==> config.mk <==
export PLATFORM = sky130hd
export DESIGN_NAME = conf_bus_master
export DESIGN_NICKNAME = d
export VERILOG_FILES = /design/src/rtl/gc_conf_pkg.sv /design/src/rtl/conf_bus_master.sv
export SDC_FILE = /design/constraint.sdc
export NUM_CORES = 1
export LEC_CHECK = 0
export ABC_AREA = 0
export CORE_MARGIN = 2
export CORE_UTILIZATION = 50
export DETAILED_ROUTE_END_ITERATION = 7
export HOLD_SLACK_MARGIN = 0.1
export PLACE_DENSITY_LB_ADDON = 0.3
export SETUP_SLACK_MARGIN = 0.15
export SYNTH_ARGS = -nofsm -noshare
export SYNTH_HDL_FRONTEND = slang
export SYNTH_SLANG_ARGS = --single-unit
==> constraint.sdc <==
create_clock -name conf_clk -period 4.35 [get_ports conf_clk]
set_input_delay 0.6525 -clock conf_clk [delete_from_list [all_inputs] [get_ports conf_clk]]
set_output_delay 0.6525 -clock conf_clk [all_outputs]
set_load 0.03 [all_outputs]
==> src/rtl/gc_conf_pkg.sv <==
`default_nettype none
// ============================================================================
// Package  : gc_conf_pkg
// Shared types and constants for the global-controller configuration bus.
// Revision : 1.0 - initial release
// ============================================================================
package gc_conf_pkg;

  typedef enum logic [2:0] {
    IDLE = 3'd0,
    LOAD = 3'd1,
    WAIT = 3'd2,
    DONE = 3'd3,
    ERR  = 3'd4
  } conf_state_t;

  localparam logic [1:0] ERR_CODE_NONE    = 2'd0;
  localparam logic [1:0] ERR_CODE_BAD_SEL = 2'd1;
  localparam logic [1:0] ERR_CODE_ACKED   = 2'd2;
  localparam logic [1:0] ERR_CODE_TIMEOUT = 2'd3;

  // Select value that addresses no target; the target decoders rely on it.
  localparam int unsigned SEL_IDLE   = 0;
  localparam logic [2:0]  CLKGEN_SEL = 3'b001;

endpackage
`default_nettype wire

==> src/rtl/conf_bus_master.sv <==
`default_nettype none
// ============================================================================
// Module   : conf_bus_master
// Configuration-bus initiator: drives {sel, data} entries one at a time and
// waits for the addressed target's sticky ack before issuing the next.
// Revision : 1.0 - initial release
// ============================================================================
module conf_bus_master
  import gc_conf_pkg::*;
#(
  parameter int DATA_WIDTH   = 8,
  parameter int SELECT_WIDTH = 3,
  parameter int NUM_TARGETS  = 7,
  parameter int TIMEOUT      = 16
) (
  input  logic                    conf_clk,
  input  logic                    reset,
  input  logic                    start,
  input  logic                    cfg_valid,
  output logic                    cfg_ready,
  input  logic [SELECT_WIDTH-1:0] cfg_sel,
  input  logic [DATA_WIDTH-1:0]   cfg_data,
  input  logic                    cfg_last,
  output logic [DATA_WIDTH-1:0]   conf_bus,
  output logic [SELECT_WIDTH-1:0] sel,
  input  logic [NUM_TARGETS-1:0]  conf_ack,
  output logic                    busy,
  output logic                    done,
  output logic                    error,
  output logic [1:0]              err_code,
  output logic [SELECT_WIDTH:0]   cfg_count
);

  localparam int                    ID_SPACE   = 1 << SELECT_WIDTH;
  localparam int                    TIMER_W    = $clog2(TIMEOUT + 1);
  localparam logic [TIMER_W-1:0]    TIMER_LAST = TIMER_W'(TIMEOUT - 1);
  localparam logic [SELECT_WIDTH:0] MAX_SEL    = (SELECT_WIDTH + 1)'(NUM_TARGETS);
  localparam logic [SELECT_WIDTH-1:0] SEL_NONE = SELECT_WIDTH'(SEL_IDLE);

  conf_state_t             r_state;
  conf_state_t             w_state_nxt;

  logic [SELECT_WIDTH-1:0] r_sel;
  logic [DATA_WIDTH-1:0]   r_bus;
  logic                    r_last;
  logic [TIMER_W-1:0]      r_timer;
  logic [SELECT_WIDTH:0]   r_count;
  logic [1:0]              r_err_code;
  logic                    r_busy;
  logic                    r_done;
  logic                    r_error;

  logic [SELECT_WIDTH-1:0] w_sel_nxt;
  logic [DATA_WIDTH-1:0]   w_bus_nxt;
  logic                    w_last_nxt;
  logic [TIMER_W-1:0]      w_timer_nxt;
  logic [SELECT_WIDTH:0]   w_count_nxt;
  logic [1:0]              w_err_code_nxt;

  logic [ID_SPACE-1:0]     w_ack_by_id;
  logic                    w_sel_bad;
  logic                    w_sel_acked;
  logic                    w_wait_ack;
  logic                    w_timeout;

  // Acks re-indexed by target ID so any select value indexes in range; ID 0 never acks.
  always_comb begin
    w_ack_by_id                = '0;
    w_ack_by_id[NUM_TARGETS:1] = conf_ack;
  end

  assign w_sel_bad   = (cfg_sel == SEL_NONE) || ({1'b0, cfg_sel} > MAX_SEL);
  assign w_sel_acked = w_ack_by_id[cfg_sel];
  assign w_wait_ack  = w_ack_by_id[r_sel];
  assign w_timeout   = (r_timer == TIMER_LAST);

  always_ff @(posedge conf_clk) begin
    if (reset) begin
      r_state <= IDLE;
    end else begin
      r_state <= w_state_nxt;
    end
  end

  always_comb begin
    w_state_nxt = r_state;
    case (r_state)
      IDLE: begin
        if (start) w_state_nxt = LOAD;
      end
      LOAD: begin
        if (cfg_valid) begin
          if (w_sel_bad || w_sel_acked) w_state_nxt = ERR;
          else                          w_state_nxt = WAIT;
        end
      end
      WAIT: begin
        // An ack seen on the final timer cycle still completes the entry.
        if (w_wait_ack)     w_state_nxt = r_last ? DONE : LOAD;
        else if (w_timeout) w_state_nxt = ERR;
      end
      DONE, ERR: begin
        if (start) w_state_nxt = LOAD;
      end
      default: w_state_nxt = IDLE;
    endcase
  end

  always_comb begin
    w_sel_nxt      = r_sel;
    w_bus_nxt      = r_bus;
    w_last_nxt     = r_last;
    w_timer_nxt    = r_timer;
    w_count_nxt    = r_count;
    w_err_code_nxt = r_err_code;
    case (r_state)
      IDLE, DONE, ERR: begin
        w_sel_nxt = SEL_NONE;
        if (start) begin
          w_count_nxt    = '0;
          w_err_code_nxt = ERR_CODE_NONE;
        end
      end
      LOAD: begin
        if (cfg_valid) begin
          if (w_sel_bad) begin
            w_err_code_nxt = ERR_CODE_BAD_SEL;
          end else if (w_sel_acked) begin
            w_err_code_nxt = ERR_CODE_ACKED;
          end else begin
            w_sel_nxt   = cfg_sel;
            w_bus_nxt   = cfg_data;
            w_last_nxt  = cfg_last;
            w_timer_nxt = '0;
          end
        end
      end
      WAIT: begin
        if (w_wait_ack) begin
          w_sel_nxt = SEL_NONE;
          if (r_count != '1) w_count_nxt = r_count + 1'b1;
        end else if (w_timeout) begin
          w_sel_nxt      = SEL_NONE;
          w_err_code_nxt = ERR_CODE_TIMEOUT;
        end else begin
          w_timer_nxt = r_timer + 1'b1;
        end
      end
      default: begin
        w_sel_nxt = SEL_NONE;
      end
    endcase
  end

  always_ff @(posedge conf_clk) begin
    if (reset) begin
      r_sel      <= '0;
      r_bus      <= '0;
      r_last     <= 1'b0;
      r_timer    <= '0;
      r_count    <= '0;
      r_err_code <= ERR_CODE_NONE;
      r_busy     <= 1'b0;
      r_done     <= 1'b0;
      r_error    <= 1'b0;
    end else begin
      r_sel      <= w_sel_nxt;
      r_bus      <= w_bus_nxt;
      r_last     <= w_last_nxt;
      r_timer    <= w_timer_nxt;
      r_count    <= w_count_nxt;
      r_err_code <= w_err_code_nxt;
      r_busy     <= (w_state_nxt == LOAD) || (w_state_nxt == WAIT);
      r_done     <= (w_state_nxt == DONE);
      r_error    <= (w_state_nxt == ERR);
    end
  end

  assign cfg_ready = (r_state == LOAD);
  assign conf_bus  = r_bus;
  assign sel       = r_sel;
  assign busy      = r_busy;
  assign done      = r_done;
  assign error     = r_error;
  assign err_code  = r_err_code;
  assign cfg_count = r_count;

endmodule
`default_nettype wire
## Yosys cells after proc, flatten, opt, wreduce, memory -nomap -nowiden

Index checks and enable logic that the tools add are counted.

- Register bits: 29
- Input port bits: 23
- Output and inout port bits: 21
- Logic and storage cells: 84

- $add $sub $neg: 2
- Order comparisons: 2
- Equality and inequality tests: 21
- Mux-type cells: 34
- Bitwise operators: 2
- Reductions and logical operators: 13

Operators by type and width:

| cell | count |
|---|---|
| 3-bit 2-to-1 mux | 10 |
| 5-bit 2-to-1 mux | 5 |
| 2-bit != test, second input constant | 8 |
| 2-bit 2-to-1 mux | 7 |
| 3-bit by 2-bit == test with 1-bit output, second input constant | 4 |
| 4-bit 2-to-1 mux | 3 |
| 4-bit AND reduction | 3 |
| 6-bit AND reduction | 2 |
| 5-bit case mux with 2 select lines | 1 |
| 3-bit case mux with 3 select lines | 1 |
| 3-bit by 4-bit less-than comparator with 1-bit output, second input constant | 2 |
| 4-bit case mux with 2 select lines | 1 |
| 1-bit binary-select mux with 3-bit select | 2 |
| 3-bit by 1-bit == test with 1-bit output, second input constant | 2 |
| 3-bit == test, second input constant | 2 |
| 3-bit zero test | 2 |
| 2-bit case mux with 3 select lines | 1 |
| 3-bit case mux with 2 select lines | 1 |
| 5-bit by 1-bit adder with 5-bit output, second input constant | 1 |
| 5-bit by 4-bit == test with 1-bit output, second input constant | 1 |
| 4-bit by 1-bit adder with 4-bit output, second input constant | 1 |
| 4-bit != test, second input constant | 1 |
| 2-bit nonzero test | 2 |
| 3-bit by 1-bit != test with 1-bit output, second input constant | 1 |
| other kinds (7) | 10 |

## Depth between registers and ports, before layout

Gate-level depths: netlist of the first run.

- Depth in word-level cells: 8
- Mapped depth: 8
- Depth with buffers taken out: 7

## Worst setup path after synthesis of the first run

OpenSTA, ideal clock, no wires.

- Path kind: input to register
- Start: input port cfg_sel[1]
- End: register r_done, in the netlist done
- Library setup time: 0.131 ns
- Arrival: 1.944 ns
- Data required time: 4.219 ns
- Slack: 2.275 ns
- Stages: 6
- Buffers on the path: 1
- Cell sequence: buf_2 -> mux2i_1 -> mux4_2 -> and3_1 -> a311oi_1 -> nor3_1

- Word-level cells in the longest chain between the ends: 7
- Elaborated cells on any way between the ends: 8
- Those cells by class: eq/ne: 1; mux: 5; reduce/logical: 2

RTL lines:

| item | RTL line | RTL |
|---|---|---|
| start: declaration | conf_bus_master.sv:21 | `input logic [SELECT_WIDTH-1:0] cfg_sel,` |
| 1-bit binary-select mux with 3-bit select | conf_bus_master.sv:73 | `assign w_sel_acked = w_ack_by_id[cfg_sel];` |
| 1-bit 2-to-1 mux (implied by the code) | conf_bus_master.sv:73 |  |
| 1-bit logical OR (*) | conf_bus_master.sv:93 | `if (w_sel_bad \|\| w_sel_acked) w_state_nxt = ERR;` |
| 3-bit 2-to-1 mux (*) | conf_bus_master.sv:93 |  |
| 3-bit 2-to-1 mux (*) | conf_bus_master.sv:92 | `if (cfg_valid) begin` |
| 3-bit case mux with 3 select lines (*) | conf_bus_master.sv:87 | `case (r_state)` |
| 3-bit by 2-bit == test with 1-bit output (*) | conf_bus_master.sv:174 | `r_done <= (w_state_nxt == DONE);` |
| end signal: assignment | conf_bus_master.sv:174 |  |
| end: declaration | conf_bus_master.sv:50 | `logic r_done;` |

Mark *: on every way between the ends. The rest lies on a longest branch, timed or not. The select of a mux whose other input is x is not followed.
A chain may end at the register's enable or synchronous reset.

## Worst setup path in the final report of the first run

- Start: register r_state[0]
- End: output port cfg_ready

- Word-level cells in the longest chain between the ends: 1

RTL lines:

| item | RTL line | RTL |
|---|---|---|
| start: declaration | conf_bus_master.sv:40 | `conf_state_t r_state;` |
| start signal: assignment | conf_bus_master.sv:81 | `r_state <= w_state_nxt;` |
| 3-bit by 1-bit == test with 1-bit output | conf_bus_master.sv:179 | `assign cfg_ready = (r_state == LOAD);` |
| end: declaration | conf_bus_master.sv:20 | `output logic cfg_ready,` |

No other way between the ends.

==> results of run 1 <==
[power groups by stage]
stage	clock network [mW]	registers [mW]	logic (mW)
6_report	0.233	0.281	0.0985
3_3_place_gp	0	0.286	0.0954
2_1_floorplan	0	0.292	0.0486
4_1_cts	0.235	0.280	0.0985
3_5_place_dp	0	0.286	0.0977
5_1_grt	0.254	0.282	0.106
[cell families (layout without fill, tap and decap cells)]
| group | after synthesis | in the layout | synth area share (%) |
|---|---|---|---|
| muxes | 13 | 13 | 11.5 |
| adders and majority gates | 3 | 3 | 2.52 |
| buffers and inverters | 14 | 57 | 4.54 |
| DFF | 29 | 29 | 39.0 |
| and+or+nand+nor | 72 | 72 | 22.4 |
| AOI/OAI and AO/OA | 34 | 34 | 17.1 |
| xor gates and xnor gates | 5 | 5 | 2.94 |
[synthesized netlist by cell type]
| master | n | share of area [%] |
|---|---|---|
| o41ai_1 | 1 | 0.59 |
| o211a_1 | 1 | 0.67 |
| nor3_1 | 5 | 1.7 |
| a22o_2 | 1 | 0.67 |
| nand2_1 | 29 | 7.3 |
| a41oi_1 | 1 | 0.59 |
| and2_2 | 1 | 0.50 |
| and2_1 | 1 | 0.42 |
| and2_0 | 1 | 0.42 |
| o32ai_1 | 1 | 0.59 |
| nor3b_1 | 1 | 0.50 |
| mux4_2 | 3 | 4.5 |
| buf_6 | 1 | 0.76 |
| a22o_1 | 2 | 1.2 |
| a21oi_1 | 15 | 5.0 |
| and3b_1 | 1 | 0.59 |
| ha_1 | 3 | 2.5 |
| buf_2 | 3 | 1.0 |
| o21ai_0 | 3 | 1.0 |
| clkbuf_1 | 3 | 0.76 |
| nand3_1 | 8 | 2.7 |
| nand4_1 | 2 | 0.84 |
| or3_1 | 1 | 0.42 |
| dfxtp_1 | 29 | 39 |
| a21o_1 | 1 | 0.50 |
| nand2b_1 | 2 | 0.84 |
| xor2_1 | 5 | 2.9 |
| and3_1 | 3 | 1.3 |
| nor2_1 | 15 | 3.8 |
| a311oi_2 | 1 | 1.0 |
| o2111a_1 | 1 | 0.76 |
| or3b_1 | 1 | 0.59 |
| buf_4 | 1 | 0.50 |
| mux2_2 | 3 | 2.3 |
| or4_1 | 1 | 0.50 |
| a311oi_1 | 2 | 1.2 |
| a31oi_1 | 1 | 0.42 |
| inv_1 | 6 | 1.5 |
| o221a_2 | 2 | 1.5 |
| o221a_4 | 1 | 1.3 |
| mux2i_1 | 7 | 4.7 |
[flip-flops by register name, summed over array words and instances, names as in the netlist]
name	count
done	1
err_code	2
conf_bus	8
r_state	3
sel	3
busy	1
r_timer	5
error	1
cfg_count	4
r_last	1
[worst register-to-register path: stages, from the launching register on]
cell and delay [ns]:
dfxtp_1 0.58, mux2i_1 0.15, mux4_2 0.57, nand2_1 0.26, a21oi_1 0.16, a22o_2 0.30
[per-layer routing]
metal / share of wire (%) / vias up
met2: 50 / 62
met4: 2.0 / 0
met5: 0 / -
li1: - / 698
met3: 7.0 / 8
met1: 41 / 657
[worst max-delay path by stage]
stage	startpoint	endpoint	cells past startpoint
6_report	r_state[0]	cfg_ready	3
5_1_grt	r_state[0]	cfg_ready	3
4_1_cts	r_state[0]	cfg_ready	3
3_5_place_dp	cfg_sel[1]	done	6
3_3_place_gp	cfg_sel[1]	done	6
2_1_floorplan	cfg_sel[1]	done	6
[through the flow]
step / std cells / power, mW
CTS: 244 / 0.614
detailed placement: 236 / 0.384
global placement: 236 / 0.381
global route: 244 / 0.642
finish: 244 / 0.612
floorplan: 170 / 0.341
[area by class of cell]
cell class	instances	area [sq um]	area share, %
clock inverter	1	30.0	1.50
tap	31	38.8	1.94
timing repair buffer	43	430	21.6
inverter	6	22.5	1.13
clock buffer	7	55.1	2.76
multi-input combinational	127	840	42.0
sequential	29	581	29.1
==> impl_metrics.toml, run 1 <==
[hold_path]
hold_depth = 2
worstHoldStart = "conf_bus[5]"
min_to = "conf_bus[5]"
holdCritPathClass = "flip-flop to flip-flop"

[clock_network]
clkSlewWorstSetupHoldPaths_ns = 0.10
cts_hold_buf = 0
clkSinkCount = 29
clk_latency_ns = 0.33
clockRootBuffer = "clkbuf_4"
clk_path_buf_depth = 2
postCtsResizedCells = 0
htree_levels = 2
post-cts-setup-buffer-count = 0
cts_tree = "yes"
cts-buffers-inserted = 5

[critical_path]
crit_family = "buffers and inverters"
cp.required_ns = 3.70
critPathLaunchType = "flip-flop"
path_cells = "nand2_1 > inv_1 > clkdlybuf4s50_1"
cp_num_buf_inv = 2
critical_path.max_stage_delay_ns = 0.68
setup.reg_to_reg.worst_slack_ns = 2.23
slowest_stage = "clkdlybuf4s50_1"
crit_type = "flip-flop to output pin"
cp.arrival_ns = 1.91
rr_endpoint = "sel[1]"
worstSetupEndpointType = "output pin"
r2r-start = "sel[1]"
reg2reg_depth = 5
critPathMaxFanout = 12

[placed_design]
dp_hpwl_um = 2730
gp_congestion = 0.837
dp_slack_ns = 1.49
placed_cell_area_sq_um = 1910
io_buffers = 43

[detailed_routing]
dr.pass1.iters = 4
routed_wl_um = 3640
wl_per_cell_um = 14.9
postRouteAntennaNets = 0
drtIter0Drc = 50
drc = 0
vias = 1425
routed_via_density = 5.84

[layout]
drive_gt1_share_pct = 8.92
post-route-util_pct = 71.8
fin_area_sq_um = 2000
final_common_cell = "clkdlybuf4s50_1"
syn2layout_area_growth_pct = 34.2
fin_nets = 238
diodes = 0
final_cell_mix = "clkdlybuf4s50_1 (43), nand2_1 (29), dfxtp_1 (29)"
n_fill_cell = 224

[pwr]
power_frac_clock_pct = 38.1
p_seq_share_pct = 45.8
combPwrFrac_pct = 16.1
vdd_drop_max_v = 0.000281
p_sw_share_pct = 25.2
p_leak_nw = 0.750
power_switching_mw = 0.154
power_density_nw_per_um2 = 306
p_int_mw = 0.458

[grt]
grtUsageMet2_pct = 39.0
grt_max_degree = 24
gr-usage-met3_pct = 6.15
gr-max-usage-layer = "met2"
grt_pass1_vias = 1383
track_usage_pct = 22.9
met1_usage_pct = 27.0
grt_pass1_wl_um = 5930
antenna_found_initial = 0
globalRoute.totalOverflow = 0

[run]
max-cap-violations = 0

[timing]
slew_viol_final = 0
whs_ns = 0.462
finalHoldViolCount = 0
finalCritPeriodShare_pct = 59.0
setup_violations = 0
tightest_slew_ns = 0.845
max_freq_mhz = 390
rsz0062_at_grt = "no"
fin_setup_tns_ns = 0
fin_ws_ns = 1.78
maxSlewHeadroom_pct = 43.5
skew_ns = 0.00736
period_minus_slack_ns = 2.57

[die]
start_util_pct = 53.5
rows = 19
die_h_um = 58.5
dieWidth_um = 58.5
io_pins = 44
die_area_sq_um = 3430
core_sq_um = 2780

[logic_synthesis]
ys_seq_elements = 29
syn_area_per_cell_sq_um = 8.75
seq_area_frac_synth_pct = 39.0
synth_area_sq_um = 1490
syn_inst = 170
yosysWarningCount = 0
ys_types = 41
syn_nets = 196

[outcome]
status = "finished clean"
Note: power is estimated with default switching activity, not from simulation.
==> run 2, diff against run 1 <==
CORE_UTILIZATION = 46   (was 50)
clock period = 2.7 ns   (was 4.35 ns; I/O delays follow)
==> run 2 against run 1 <==
Net effect: global-route usage decreased by 2.1 points; cell area increased by 0.81%; critical endpoint unchanged; hold slack got worse by 0.0063 ns; critical path type unchanged; clock skew decreased by 0.0010 ns; non-clock buffer count increased by 4; largest cell class unchanged; routed wire length decreased by 5.5%.
==> impl_metrics.toml, run 2 (same netlist as run 1, synthesis figures left out) <==
[clock_network]
cts_tree = "yes"
htree_levels = 2
post-cts-setup-buffer-count = 0
postCtsResizedCells = 0
clkSlewWorstSetupHoldPaths_ns = 0.10
cts-buffers-inserted = 5
clk_latency_ns = 0.32
clk_path_buf_depth = 2
clockRootBuffer = "clkbuf_4"
cts_hold_buf = 0
clkSinkCount = 29

[layout]
final_cells = 261
final_common_cell = "clkdlybuf4s50_1"
n_fill_cell = 272
diodes = 0
largest_reg_flops = 8
fin_nets = 242
final_cell_mix = "clkdlybuf4s50_1 (43), nand2_1 (29), dfxtp_1 (29)"
syn2layout_area_growth_pct = 35.3
drive_gt1_share_pct = 11.1

[pwr]
p_sw_share_pct = 28.6
vdd_drop_max_v = 0.000277
power_frac_clock_pct = 29.0
power_switching_mw = 0.247
p_seq_share_pct = 52.2
power_density_nw_per_um2 = 429
combPwrFrac_pct = 18.7
p_leak_nw = 0.755
p_int_mw = 0.617

[grt]
track_usage_pct = 20.8
globalRoute.totalOverflow = 0
grt_pass1_vias = 1295
grt_pass1_wl_um = 5660
antenna_found_initial = 0
grt_max_degree = 16

[detailed_routing]
vias = 1404
wl_per_cell_um = 13.2
routed_wl_um = 3440
dr.pass1.iters = 4
drtIter0Drc = 44
routed_via_density = 5.38
drc = 0
postRouteAntennaNets = 0

[timing]
tightest_slew_ns = 0.438
maxSlewHeadroom_pct = 70.7
fin_setup_tns_ns = 0
skew_ns = 0.00631
rsz0062_at_grt = "no"
period_minus_slack_ns = 2.34
finalHoldViolCount = 0
slew_viol_final = 0
max_freq_mhz = 427
setup_violations = 0
finalCritPeriodShare_pct = 86.7

[die]
dieWidth_um = 60.9
rows = 20
core_sq_um = 3050
die_area_sq_um = 3710
start_util_pct = 48.7
io_pins = 44
die_h_um = 60.9

[outcome]
status = "finished clean"

[placed_design]
dp.cells = 253
dp_hpwl_um = 2640
io_buffers = 43
gp_congestion = 0.878

[critical_path]
crit_type = "flip-flop to output pin"
worstSetupEndpointType = "output pin"
critPathMaxFanout = 12
cp.arrival_ns = 1.93
critPathLaunchType = "flip-flop"
cp.required_ns = 2.30

[run]
max-cap-violations = 0

[hold_path]
holdCritPathClass = "flip-flop to flip-flop"
## run 2: metrics by stage
step	cell area (sq um)	power, mW	setup slack, ns	hold WS (ns)	utilization [%]
finish	2010	0.864	0.360	0.455	65.9
global route	2010	0.908	0.233	0.474	65.9
CTS	2010	0.869	0.384	0.460	65.9
detailed placement	1960	0.622	0.314	0.447	64.1
global placement	1960	0.618	0.370	0.441	64.1
floorplan	1490	0.549	0.661	0.444	-
## run 2: worst paths after layout
check | from | end | slack (ns) | depth (start not counted)
hold / removal | conf_bus[2] | conf_bus[2] | 0.46 | 2
setup / recovery | r_state[0] | cfg_ready | 0.36 | 3
hold reg to reg | conf_bus[2] | conf_bus[2] | 0.46 | 2
setup reg to reg | sel[1] | err_code[1] | 0.62 | 5
## run 2: per-layer routing
metal | global-route usage, % | up-vias | part of all wire (%)
met5 | 0 | - | 0
met4 | 5.59 | 0 | 1.1
met3 | 5.54 | 5 | 6.9
met2 | 35.6 | 52 | 48
met1 | 25.8 | 648 | 44
li1 | - | 699 | -
## run 2: cell type report
type                       count  area, sq um  area share [%]
inverter                       6         22.5            1.12
clock inverter                 3         17.5           0.870
multi-input combinational    127          840            41.7
clock buffer                   5         37.5            1.86
timing repair buffer          47          460            22.9
tap                           44         55.1            2.73
sequential                    29          581            28.8
## run 2: critical path, cell delays in order (launching register included)
cell and delay [ns]:
dfxtp_1 0.54, nand2_1 0.23, inv_1 0.15, clkdlybuf4s50_1 0.69
## run 2: power groups by stage
stage | clock network, mW | registers [mW] | logic [mW]
final | 0.251 | 0.451 | 0.162
after global routing | 0.279 | 0.454 | 0.175
after CTS | 0.255 | 0.451 | 0.162
after detailed placement | 0 | 0.461 | 0.162
after global placement | 0 | 0.460 | 0.158
after floorplan | 0 | 0.471 | 0.0783
==> run 3, diff against run 2 <==
SKIP_LAST_GASP = 1   (was not set)
SLEW_MARGIN = 0   (was not set)
==> results of run 3 <==
Final layout, timing and power as in run 2 (identical DEF).
